### src/rtl/vehicle_link_pkg.sv
// Shared constants and types for the host link: status/command widths,
// the status transmitter state encoding and the ping reply words.
package vehicle_link_pkg;
  localparam int STATUS_W = 24;
  localparam int CMD_W    = 8;

  localparam logic [STATUS_W-1:0] PING_A = 24'hAAA;
  localparam logic [STATUS_W-1:0] PING_5 = 24'h555;

  typedef enum logic [1:0] {
    ST_IDLE  = 2'd0,
    ST_SHIFT = 2'd1,
    ST_GAP   = 2'd2
  } state_e;
endpackage

### src/rtl/sclk_gen.sv
// Serial clock divider: toggles sclk every CLK_DIV enabled cycles and flags
// the cycle on which each rising/falling toggle lands.
module sclk_gen #(
  parameter int CLK_DIV = 4
) (
  input  logic clk,
  input  logic rst,
  input  logic en,
  output logic sclk,
  output logic rise_tick,
  output logic fall_tick
);
  logic [7:0] div;
  logic       term;

  assign term      = en && (div == 8'(CLK_DIV - 1));
  assign rise_tick = term & ~sclk;
  assign fall_tick = term & sclk;

  always_ff @(posedge clk) begin
    if (rst) begin
      div  <= '0;
      sclk <= 1'b0;
    end else if (en) begin
      if (term) begin
        div  <= '0;
        sclk <= ~sclk;
      end else begin
        div <= div + 8'd1;
      end
    end
  end
endmodule

### src/rtl/status_piso.sv
// Status return transmitter: captures status_in one cycle after each sipo_done
// rise and shifts it MSB-first on cs_n/sclk/sdo (mode 0, data changes on fall).
// sipo_done is a level, not a valid/ready pair: only a low-to-high transition
// seen while armed requests a frame; there is no backpressure toward the SIPO.
module status_piso
  import vehicle_link_pkg::*;
#(
  parameter int CLK_DIV = 4,
  parameter int DATA_W  = STATUS_W
) (
  input  logic              clk,
  input  logic              rst,
  input  logic              sipo_done,
  input  logic [DATA_W-1:0] status_in,
  output logic              cs_n,
  output logic              sclk,
  output logic              sdo,
  output logic              busy,
  output logic              done,
  output logic              overrun,
  output logic [1:0]        dbg_state
);
  state_e            state;
  logic              sd_q, sd_qq, armed, cap;
  logic [DATA_W-1:0] shreg;
  logic [4:0]        bit_cnt;
  logic [7:0]        gap_cnt;
  logic              gen_en, gen_rst, fall_tick, rise_unused;

  // armed blocks a fake rise when sipo_done is already high as reset releases:
  // a frame needs sipo_done to have been seen low since reset.
  assign cap       = sd_q & ~sd_qq & armed;
  assign gen_en    = (state == ST_SHIFT);
  assign gen_rst   = rst | ~gen_en;
  assign sdo       = shreg[DATA_W-1];
  assign dbg_state = state;

  sclk_gen #(.CLK_DIV(CLK_DIV)) u_sclk_gen (
    .clk       (clk),
    .rst       (gen_rst),
    .en        (gen_en),
    .sclk      (sclk),
    .rise_tick (rise_unused),
    .fall_tick (fall_tick)
  );

  always_ff @(posedge clk) begin
    if (rst) begin
      sd_q  <= 1'b0;
      sd_qq <= 1'b0;
      armed <= 1'b0;
    end else begin
      sd_q  <= sipo_done;
      sd_qq <= sd_q;
      if (!sipo_done) armed <= 1'b1;
    end
  end

  always_ff @(posedge clk) begin
    if (rst) begin
      state   <= ST_IDLE;
      shreg   <= '0;
      bit_cnt <= '0;
      gap_cnt <= '0;
      cs_n    <= 1'b1;
      busy    <= 1'b0;
      done    <= 1'b0;
      overrun <= 1'b0;
    end else begin
      done <= 1'b0;
      if (cap && state != ST_IDLE) overrun <= 1'b1;
      case (state)
        ST_IDLE: begin
          if (cap) begin
            shreg   <= status_in;
            bit_cnt <= '0;
            cs_n    <= 1'b0;
            busy    <= 1'b1;
            state   <= ST_SHIFT;
          end
        end
        ST_SHIFT: begin
          if (fall_tick) begin
            if (bit_cnt == 5'(DATA_W - 1)) begin
              cs_n    <= 1'b1;
              shreg   <= '0;
              done    <= 1'b1;
              gap_cnt <= '0;
              state   <= ST_GAP;
            end else begin
              bit_cnt <= bit_cnt + 5'd1;
              shreg   <= {shreg[DATA_W-2:0], 1'b0};
            end
          end
        end
        ST_GAP: begin
          // Minimum deselect time before the next capture can start a frame.
          if (gap_cnt == 8'(CLK_DIV - 1)) begin
            busy  <= 1'b0;
            state <= ST_IDLE;
          end else begin
            gap_cnt <= gap_cnt + 8'd1;
          end
        end
        default: state <= ST_IDLE;
      endcase
    end
  end
endmodule
### config.mk
export PLATFORM = sky130hd
export DESIGN_NAME = status_piso
export DESIGN_NICKNAME = d
export VERILOG_FILES = /design/src/rtl/vehicle_link_pkg.sv /design/src/rtl/sclk_gen.sv /design/src/rtl/status_piso.sv
export SDC_FILE = /design/constraint.sdc
export NUM_CORES = 1
export LEC_CHECK = 0
export BUFFER_PORTS_ARGS = -buffer_cell sky130_fd_sc_hd__buf_2
export CAP_MARGIN = 20
export CORE_MARGIN = 2
export CORE_UTILIZATION = 40
export CTS_CLUSTER_SIZE = 25
export DETAILED_ROUTE_END_ITERATION = 16
export PLACE_DENSITY_LB_ADDON = 0.2
export SYNTH_ARGS = -nofsm -noshare
export SYNTH_HDL_FRONTEND = slang
export SYNTH_SLANG_ARGS = --single-unit
### constraint.sdc
create_clock -name clk -period 2.2 [get_ports clk]
set_input_delay 0.11 -clock clk [delete_from_list [all_inputs] [get_ports clk]]
set_output_delay 0.11 -clock clk [all_outputs]
set_load 0.05 [all_outputs]
==> flow_metrics.env <==
export IMPL_worstMarginPinSlew_ns=0.536
export IMPL_synth_ff_type="dfxtp_1"
export IMPL_area_delta_synth_final_pct=17.1
export IMPL_leakagePower_uw=0.00106
export IMPL_die_h_um=82.4
export IMPL_post_synth_top_area_cell="dfxtp_1"
export IMPL_io_pins=35
export IMPL_initial_utilization_pct=41.5
export IMPL_syn_area_mm2=0.00246
export IMPL_coreArea_mm2=0.00592
export IMPL_status="finished clean"
export IMPL_viasPerCell=5.87
export IMPL_synth_edf_count=0
export IMPL_grt_pass1_wl_um=8990
export IMPL_ys_top_cells_by_area="dfxtp_1, a221oi_1, a22oi_1"
export IMPL_power_density_mw_per_mm2=683
export IMPL_post_dp_hpwl_um=3750
export IMPL_min_period_ns=2.04
export IMPL_antennaDiodeCount=0
export IMPL_clkSinkCount=55
export IMPL_dr_total_vias=2243
export IMPL_seq_area_frac_synth_pct=44.8
export IMPL_setup_ws_ns=0.164
export IMPL_wire_per_inst_um=14.6
export IMPL_grt_pass1_vias=1927
export IMPL_yosys_area_share_simple_pct=23.1
export IMPL_finalSetupViolCount=0
export IMPL_period_share_pct=92.5
export IMPL_synthDominantCellAreaShare_pct=44.8
export IMPL_pre_cts_slack_ns=0.208
export IMPL_gr_total_overflow=0
export IMPL_cts_root_buf="clkbuf_8"
export IMPL_wl_um=5590
export IMPL_pwr_share_seq_pct=52.6
export IMPL_clk_path_buf_depth=2
export IMPL_swShare_pct=21.5
export IMPL_synth_top_family_by_area="compound AO/OA/AOI/OAI gates"
export IMPL_cts_tree="built"
export IMPL_rsz0062_at_grt="no"
export IMPL_clkTransAtPathRegs_ns=0.09
export IMPL_crit_arrival_ns=2.25
export IMPL_post_synth_top_count_cell="dfxtp_1"
export IMPL_power_frac_comb_pct=7.7
export IMPL_hold_viol_final=0
export IMPL_drt_iter0_markers=95
export IMPL_gp_routability_congestion=0.783
export IMPL_synth_compound_area_share_pct=23.8
export IMPL_ys_warnings_count=0
export IMPL_synthMuxAreaShare_pct=0
export IMPL_drtAntennaViolNets=0
export IMPL_tns_ns=0
export IMPL_synth_xor_area_share_pct=2.85
export IMPL_worstHoldPathType="input pin to flip-flop"
export IMPL_dieArea_mm2=0.00679
export IMPL_power_uw=1960
export IMPL_fin_util_pct=48.6
export IMPL_synth_area_per_cell_um2=9.07
export IMPL_power_switching_uw=423
export IMPL_cp_max_fo=8
export IMPL_max_slew_margin_rel_pct=64.3
export IMPL_cp_start_kind="flip-flop"
export IMPL_h_tree_depth=2
export IMPL_p_int_uw=1540
export IMPL_worstPathRequired_ns=2.41
export IMPL_drive_gt1_share_pct=18.9
export IMPL_portBuffers=34
export IMPL_ys_top_cells_by_count="dfxtp_1, nor2_1, a221oi_1, a22oi_1, clkbuf_1"
export IMPL_finalClockSkew_ns=0.00976
export IMPL_yosysUniqueCellTypes=40
export IMPL_maxCapViolCount=0
export IMPL_tritoncts_num_buffers=5
export IMPL_synthArstFlopShare_pct=0
export IMPL_fmax_mhz=491
export IMPL_drtPass1Iterations=4
export IMPL_grt_max_degree=31
export IMPL_path_class="flip-flop to flip-flop"
export IMPL_clk_latency_ns=0.31
export IMPL_max_vdd_ir_drop_v=0.000410
export IMPL_fp_dieW_um=82.4
export IMPL_grt_usage_pct=17.0
export IMPL_drcViolationCount=0
export IMPL_synth_cells=271
export IMPL_synthesis_nets=301
export IMPL_clkPwrFrac_pct=39.6
export IMPL_synthAdderAreaFrac_pct=1.53
export IMPL_nets=336
export IMPL_antenna_found_initial=0
export IMPL_end_kind="flip-flop"
export IMPL_fp_row_count=28
export IMPL_slew_viol_final=0
export IMPL_ys_ff_latch=55
[final cells by class]
class / count / area, um^2
tap: 75 / 93.8
inverter: 5 / 18.8
multi-input combinational: 192 / 1260
fill: 578 / 3040
sequential: 55 / 1100
timing repair buffer: 47 / 270
clock buffer: 6 / 72.6
clock inverter: 2 / 60.1
[final timing paths]
| check | from | to | slack, ns | depth (start not counted) |
|---|---|---|---|---|
| hold / removal | status_in[0] | shreg[0] | 0.03 | 3 |
| setup reg to reg | gap_cnt[0] | gap_cnt[6] | 0.16 | 5 |
| setup / recovery | gap_cnt[0] | gap_cnt[6] | 0.16 | 5 |
| hold reg to reg | armed | armed | 0.45 | 2 |
[registers in the layout, summed over array words and instances (netlist names)]
name / count
sd_qq: 1
busy: 1
done: 1
dbg_state: 2
overrun: 1
armed: 1
sd_q: 1
gap_cnt: 8
bit_cnt: 5
cs_n: 1
shreg: 24
u_sclk_gen.sclk: 1
u_sclk_gen.div: 8
[per-layer routing]
layer	wire [um]	vias up	part of all wire, %	GRT usage [%]
met5	0	-	0	0
met4	56	0	1.0	5.83
met3	221	5	4.0	3.48
met2	2590	44	46	25.9
met1	2720	1090	49	23.9
li1	-	1104	-	-
[stage by stage]
stage                     instances  instance area, um^2  hold slack (ns)
after CTS                       382                 2880           0.0210
after floorplan                 271                 2460            0.206
after global routing            382                 2880           0.0257
after global placement          373                 2730            0.302
final                           382                 2880           0.0341
after detailed placement        373                 2730            0.312
[cells in the final DEF, fill, tap and decap left out, types with 3 or more instances in the layout]
master and instances:
xor2_1 8, buf_2 34, a221oi_1 23, nand3_1 11
a22oi_1 23, nand2_1 11, buf_4 12, a21oi_1 10
nor2_1 38, dfxtp_1 55, and3_1 4, a311oi_1 3
inv_1 5, clkbuf_8 5, nand2b_1 4, a31oi_1 6
nor2b_1 5, nand4_1 9, o21ai_0 4, ha_1 3
nor3_1 6
[logic make-up (layout without fill, tap and decap cells)]
| logic type | count (synthesis) | in the layout |
|---|---|---|
| AND/OR/NAND/NOR | 105 | 105 |
| AO/OA/AOI/OAI | 76 | 76 |
| flip-flops | 55 | 55 |
| buffers and inverters | 24 | 60 |
| XOR/XNOR | 8 | 8 |
| adder cells (fa/ha/maj) | 3 | 3 |
[critical path, stage by stage, from the launching register on]
cell      delay [ns]
dfxtp_1         0.38
ha_1            0.21
or4b_4          0.49
o41ai_4         0.43
nand2_2         0.16
a311oi_1        0.29
[power by group through the flow]
| stage | Clock, uW | Sequential, uW | Combinational, uW |
|---|---|---|---|
| after global placement | 0 | 1060 | 149 |
| after detailed placement | 0 | 1060 | 151 |
| final | 778 | 1030 | 152 |
| after CTS | 802 | 1030 | 153 |
| after floorplan | 0 | 1070 | 87.9 |
| after global routing | 835 | 1040 | 167 |
[timing repair]
| item | CTS | global route |
|---|---|---|
| hold buffers | 1 | 0 |
| endpoints found under the hold margin | 1 | 0 |
| gates resized for setup | 0 | 0 |
| buffers inserted | 0 | 0 |
No activity file was read; power rests on OpenSTA's default activity.
